## config.mk

```make
export PLATFORM = sky130hd
export DESIGN_NAME = key_debounce8
export DESIGN_NICKNAME = d
export VERILOG_FILES = /design/src/rtl/key_debounce8.sv
export SDC_FILE = /design/constraint.sdc
export NUM_CORES = 1
export LEC_CHECK = 0
export CAP_MARGIN = 20
export CORE_MARGIN = 10
export CORE_UTILIZATION = 35
export CTS_CLUSTER_DIAMETER = 80
export CTS_CLUSTER_SIZE = 28
export DETAILED_ROUTE_END_ITERATION = 7
export PLACE_DENSITY = 0.57
export SLEW_MARGIN = 25
export SYNTH_ARGS = -nofsm -noshare
export SYNTH_HDL_FRONTEND = slang
export SYNTH_SLANG_ARGS = --single-unit
```

## constraint.sdc

```tcl
create_clock -name iClk -period 5.5 [get_ports iClk]
set_input_delay 1.375 -clock iClk [delete_from_list [all_inputs] [get_ports iClk]]
set_output_delay 1.375 -clock iClk [all_outputs]
set_load 0.05 [all_outputs]
```

## src/rtl/key_debounce8.sv

```systemverilog
// key_debounce8: eight-channel synchronizer and debouncer for active-low push buttons.
// Each channel runs a two-flop synchronizer into a saturating stability counter; a new
// level is accepted only after DEB_CYCLES consecutive cycles of disagreement with the
// current stable level.
// Optional feature macro: KEY_PRESS_PULSE_EN enables the registered oPress pulse logic;
// when undefined, oPress is tied to 8'h00.
module key_debounce8 #(
    parameter int unsigned DEB_CYCLES = 1000000,
    parameter int unsigned CNT_W      = 20
) (
    input  logic       iClk,
    input  logic       iRst_n,
    input  logic [7:0] iKey,
    output logic [7:0] oKey,
    output logic [7:0] oPress,
    output logic       oAny
);

    localparam logic [CNT_W-1:0] CntMax = CNT_W'(DEB_CYCLES - 1);

    logic [7:0]       s1_q;
    logic [7:0]       s2_q;
    logic [7:0]       key_q;
    logic [7:0]       key_d;
    logic [CNT_W-1:0] cnt_q [8];
    logic [CNT_W-1:0] cnt_d [8];

    // Two-flop synchronizer; idle (released) level is 1.
    always_ff @(posedge iClk or negedge iRst_n) begin
        if (!iRst_n) begin
            s1_q <= 8'hFF;
            s2_q <= 8'hFF;
        end else begin
            s1_q <= iKey;
            s2_q <= s1_q;
        end
    end

    // Per-channel debounce rule: clear on agreement, count on disagreement, accept at max.
    always_comb begin
        key_d = key_q;
        for (int i = 0; i < 8; i++) begin
            cnt_d[i] = '0;
            if (s2_q[i] != key_q[i]) begin
                if (cnt_q[i] == CntMax) begin
                    key_d[i] = s2_q[i];
                end else begin
                    cnt_d[i] = cnt_q[i] + CNT_W'(1);
                end
            end
        end
    end

    // Stable level and counter state.
    always_ff @(posedge iClk or negedge iRst_n) begin
        if (!iRst_n) begin
            key_q <= 8'hFF;
            for (int i = 0; i < 8; i++) begin
                cnt_q[i] <= '0;
            end
        end else begin
            key_q <= key_d;
            for (int i = 0; i < 8; i++) begin
                cnt_q[i] <= cnt_d[i];
            end
        end
    end

`ifdef KEY_PRESS_PULSE_EN
    logic [7:0] press_q;

    // Pulse in the cycle the stable level has just fallen 1->0; releases give nothing.
    always_ff @(posedge iClk or negedge iRst_n) begin
        if (!iRst_n) begin
            press_q <= 8'h00;
        end else begin
            press_q <= key_q & ~key_d;
        end
    end

    assign oPress = press_q;
`else
    assign oPress = 8'h00;
`endif

    assign oKey = key_q;
    // Derived from the register only, so it cannot glitch.
    assign oAny = ~(&key_q);

endmodule

```

* Word-level counts from Yosys, hierarchy flattened
Cells that the tools add are included.
Storage, ports and cells: bits in registers 184, input port bits 10, logic and storage cells 68
Operators by class: add/sub/neg operators 8, equal/unequal tests 16, mux-type cells 16, bitwise gates (word level) 1, reductions and logical operators 9
Operators by type and width (count):
- 2-to-1 mux 20 bit | 16
- adder 20 x 1 -> 20 bit, second input constant | 8
- == test 20 bit, second input constant | 8
- AND reduction 2 bit | 8
- inequality test 1 bit | 8
- AND reduction 8 bit | 1
- NOT 1 bit | 1

* Logic depth before layout (Yosys ltp)
depth after elaboration 3, gate-level depth with buffers 6, mapped depth without buffers 5

* Worst setup path after synthesis
OpenSTA, ideal clock, no wires.
path kind reg-to-output, start reg key_q[0] (netlist: oKey[0]), end out oAny, data arrival time 1242 ps, required time 4125 ps, path slack 2883 ps, cell stages (with the launch flop) 3, buffers on the path 0, cells stage by stage dfstp_2 nand4_1 or2_2
Between the ends: word-level cells in the longest chain between the ends 2
RTL lines:
- start: declaration | RTL line 23 | logic [7:0] key_q;
- start signal: assignment | RTL line 62 | key_q <= key_d;
- AND reduction 8 bit | RTL line 88 | assign oAny = ~(&key_q);
- NOT 1 bit | RTL line 88
- end: declaration | RTL line 16 | output logic oAny
No other way between the ends.

* Final worst setup path
start reg key_q[2] (netlist: oKey[2]), end out oAny
Same word-level chain as after synthesis.

==> out/results.txt <==
GRT Residual Overflow -> 0
startpoint-to-endpoint class of the critical path -> flop to output port
clock network latency to the later pin of the worst-skew pair -> 0.43 ns
result of the run -> finished, final reports clean
Die Span Y -> 180 um
initial antenna violation count -> 0
clock slew seen by the registers of the worst setup and hold paths -> 0.07 ns
arrival time at the worst endpoint -> 2.15 ns
fin. max-slew vios -> 0
die footprint -> 32300 sq um
maximum vdd drop -> 182 uV
main combinational cell family by area after synthesis -> simple AND/OR/NAND/NOR gates
dominant cells by area after synthesis -> sky130_fd_sc_hd__dfrtp_1, sky130_fd_sc_hd__dfstp_2, sky130_fd_sc_hd__xnor2_1
number of top-level pins -> 27
most frequently used cell type in the post-synthesis netlist -> sky130_fd_sc_hd__dfrtp_1
Post-Syn Area per Cell -> 9.97 sq um
DR vias/cell -> 5.07
synthesized-area fraction occupied by xor and xnor cells -> 0.103
clock tree from TritonCTS -> yes
share of power burned in registers -> 0.514
hold buffer count at cts -> 0
kind of start point of the critical path -> flop
Max stage delay on crit path -> 0.71 ns
count of mapped cells out of synthesis -> 897
half-perimeter wire length of the detailed placement result -> 11.5 mm
total net switching power -> 0.625 mW
Core Box Area -> 25200 sq um
path category of the worst min-delay check -> flop to flop
number of diodes -> 0
detailed-route DRC error count -> 0
critical path capture point type -> output port
sequential share of the synthesized area -> 0.518
Final Total Pwr -> 2.72 mW
clock root buffer master -> sky130_fd_sc_hd__clkbuf_16
Max Clock Freq -> 0.284 GHz
post-synth top area cell -> sky130_fd_sc_hd__dfrtp_1
total of max-cap violations -> 0
Tcrit/Tclk final -> 0.641
largest delay contributor family on the critical path -> buffers and inverters
Switching Fraction -> 0.230
number of iterations in the first detailed-routing pass -> 6
proportion of power drawn by combinational gates -> 0.037
measured slew at the worst slew-check pin -> 0.918 ns
maximum buffer depth of the clock tree -> 2
Sum Neg Setup Slack -> 0 ns
shortest clock period the worst path allows after layout -> 3.53 ns
share of final-layout standard cells stronger than drive strength 1 -> 0.102
DRC marker count from the first detailed-route iteration -> 386
post-layout net count -> 936
crit path buf inv count -> 1
number of clock sinks seen by CTS -> 184
wire length of the first global-routing pass -> 30.2 mm
Die X-Extent -> 180 um
WL per Instance -> 13.7 um
ranking of synthesized cells by instance count -> sky130_fd_sc_hd__dfrtp_1, sky130_fd_sc_hd__nor2_1, sky130_fd_sc_hd__xnor2_1
share of async-settable or async-resettable flops after synthesis -> 1.00
number of buffers added on ports -> 18
std cell rows -> 58
buffers inserted during post-CTS setup optimization -> 0
area growth from synthesis to layout -> 12.4%
Max-slew headroom -> 0.388
commonest register cell after synthesis -> sky130_fd_sc_hd__dfrtp_1
slack of the worst reg-to-reg path -> 2.91 ns
distinct cell type count after synthesis -> 51
Detailed Route WL -> 17.2 mm
Final Hold Vio Count -> 0
share of the synthesized area in compound gates (AO/OA/AOI/OAI) -> 0.0682
Max Clock Skew -> 0.0116 ns
routed via count -> 6387
Crit-path slowest cell -> sky130_fd_sc_hd__clkdlybuf4s50_1
number of flops mapped to enable cells by yosys -> 0
worst-path cell chain -> nand4_1 -> or2_2 -> clkdlybuf4s50_1
via count of the first global-routing pass -> 6175
multiplexer area fraction after synthesis -> 0.0123
Initial Util -> 0.355
fraction of the mapped netlist area in simple logic gates -> 0.253
RSZ-0062 raised after global routing -> no
internal power of the cells -> 2.09 mW
largest net degree at the start of global routing -> 122
synthesized-area fraction occupied by adder cells -> 0.0112
number of resized instances in the post-cts repair step -> 0
Num CTS Buffers -> 17
number of nets with antenna violations after detailed routing -> 0
total of endpoints with negative setup slack in the final report -> 0
YS warnings -> 0
Synth Register Bits -> 184
routability congestion estimate from global placement -> 0.770
worst-path maximum fanout -> 4
critical path required time -> 4.12 ns
Clock power frac -> 0.449
number of H-tree levels -> 4
Cell Area, Synth -> 8940 sq um
PwrDens -> 271 nW/um^2
aggregate global-route resource usage -> 0.108
P_leak -> 3.79 nW
share of the synthesized area in the top cell type -> 0.448
-- worst reg2reg max path, stage by stage, from the launching register on --
cell and delay [ns]:
sky130_fd_sc_hd__dfrtp_1 0.45, sky130_fd_sc_hd__or4b_2 0.61, sky130_fd_sc_hd__or4_1 0.45, sky130_fd_sc_hd__o21ai_1 0.61
sky130_fd_sc_hd__buf_4 0.29, sky130_fd_sc_hd__a21oi_1 0.05
-- per-layer routing --
layer	part of all wire	wire length, um	global-route usage
met5	0	0	0
met4	0.0089	154	0.0258
met3	0.023	395	0.0273
met2	0.47	8100	0.171
met1	0.50	8600	0.145
-- registers in the layout (all words and copies together), names as in the netlist --
| name | count |
|---|---|
| oKey | 8 |
| s2_q | 8 |
| cnt_q | 160 |
| s1_q | 8 |
-- cell usage in the layout (no fill, tap or decap), types with 3 or more instances in the layout --
cell type	n
sky130_fd_sc_hd__xor2_1	36
sky130_fd_sc_hd__clkbuf_16	17
sky130_fd_sc_hd__or3_1	18
sky130_fd_sc_hd__o21ai_1	3
sky130_fd_sc_hd__a21oi_1	44
sky130_fd_sc_hd__and4_1	9
sky130_fd_sc_hd__clkinvlp_4	5
sky130_fd_sc_hd__nor4b_1	4
sky130_fd_sc_hd__nand4_1	37
sky130_fd_sc_hd__clkdlybuf4s50_1	17
sky130_fd_sc_hd__nor4_1	23
sky130_fd_sc_hd__nand2_1	47
sky130_fd_sc_hd__and2_1	4
sky130_fd_sc_hd__o31ai_1	21
sky130_fd_sc_hd__dfstp_2	24
sky130_fd_sc_hd__or4_4	3
sky130_fd_sc_hd__o21ai_0	18
sky130_fd_sc_hd__a31o_2	3
sky130_fd_sc_hd__dfrtp_1	160
sky130_fd_sc_hd__conb_1	8
sky130_fd_sc_hd__ha_1	8
sky130_fd_sc_hd__and3_1	9
sky130_fd_sc_hd__or2_2	5
sky130_fd_sc_hd__buf_4	8
sky130_fd_sc_hd__xnor2_1	69
sky130_fd_sc_hd__nand3_1	58
sky130_fd_sc_hd__or3b_2	3
sky130_fd_sc_hd__nor2_1	130
sky130_fd_sc_hd__mux2_2	7
sky130_fd_sc_hd__nand3b_1	3
sky130_fd_sc_hd__inv_6	4
sky130_fd_sc_hd__or4_1	30
sky130_fd_sc_hd__inv_1	32
sky130_fd_sc_hd__nor3_1	28
-- layout make-up --
type,instances,area (sq um)
fill,2469,15100
sequential,184,4630
multi-input combinational,657,4050
clock buffer,20,447
tap,330,413
timing repair buffer,26,245
clock inverter,12,141
inverter,32,120
-- power groups by stage --
stage	Combinational (mW)	Clock (mW)	Sequential [mW]
2_1_floorplan	0.0615	0	1.42
3_3_place_gp	0.103	0	1.42
3_5_place_dp	0.103	0	1.42
4_1_cts	0.104	1.27	1.40
5_1_grt	0.116	1.33	1.40
6_report	0.0992	1.22	1.40
-- path summary, 6_finish.rpt --
path,from,end,depth (start not counted)
setup reg to reg,cnt_q[106],cnt_q[118],5
setup / recovery,oKey[2],oAny,3
max in group asynchronous,iRst_n,s1_q[7],2
hold / removal,s1_q[6],s2_q[6],0
min in group asynchronous,iRst_n,cnt_q[0],1
hold reg to reg,s1_q[6],s2_q[6],0
-- cells by family after synthesis --
group / after synthesis
fa+ha+maj: 8
xor+xnor: 105
buf+inv: 63
flops: 184
other cells: 1
mux: 10
compound gates: 99
simple gates: 427
-- metrics by stage --
stage | setup WS, ns | std cells | instance area [sq um] | utilization | hold slack (ns)
3_5_place_dp | 2.40 | 1229 | 9460 | 0.376 | 0.359
4_1_cts | 1.93 | 1261 | 10000 | 0.399 | 0.369
5_1_grt | 1.90 | 1261 | 10000 | 0.399 | 0.371
6_report | 1.97 | 1261 | 10000 | 0.399 | 0.366
2_1_floorplan | 2.88 | 904 | 8970 | - | 0.345
3_3_place_gp | 2.39 | 1229 | 9460 | 0.376 | 0.360
No activity file was read; power rests on OpenSTA's default activity.
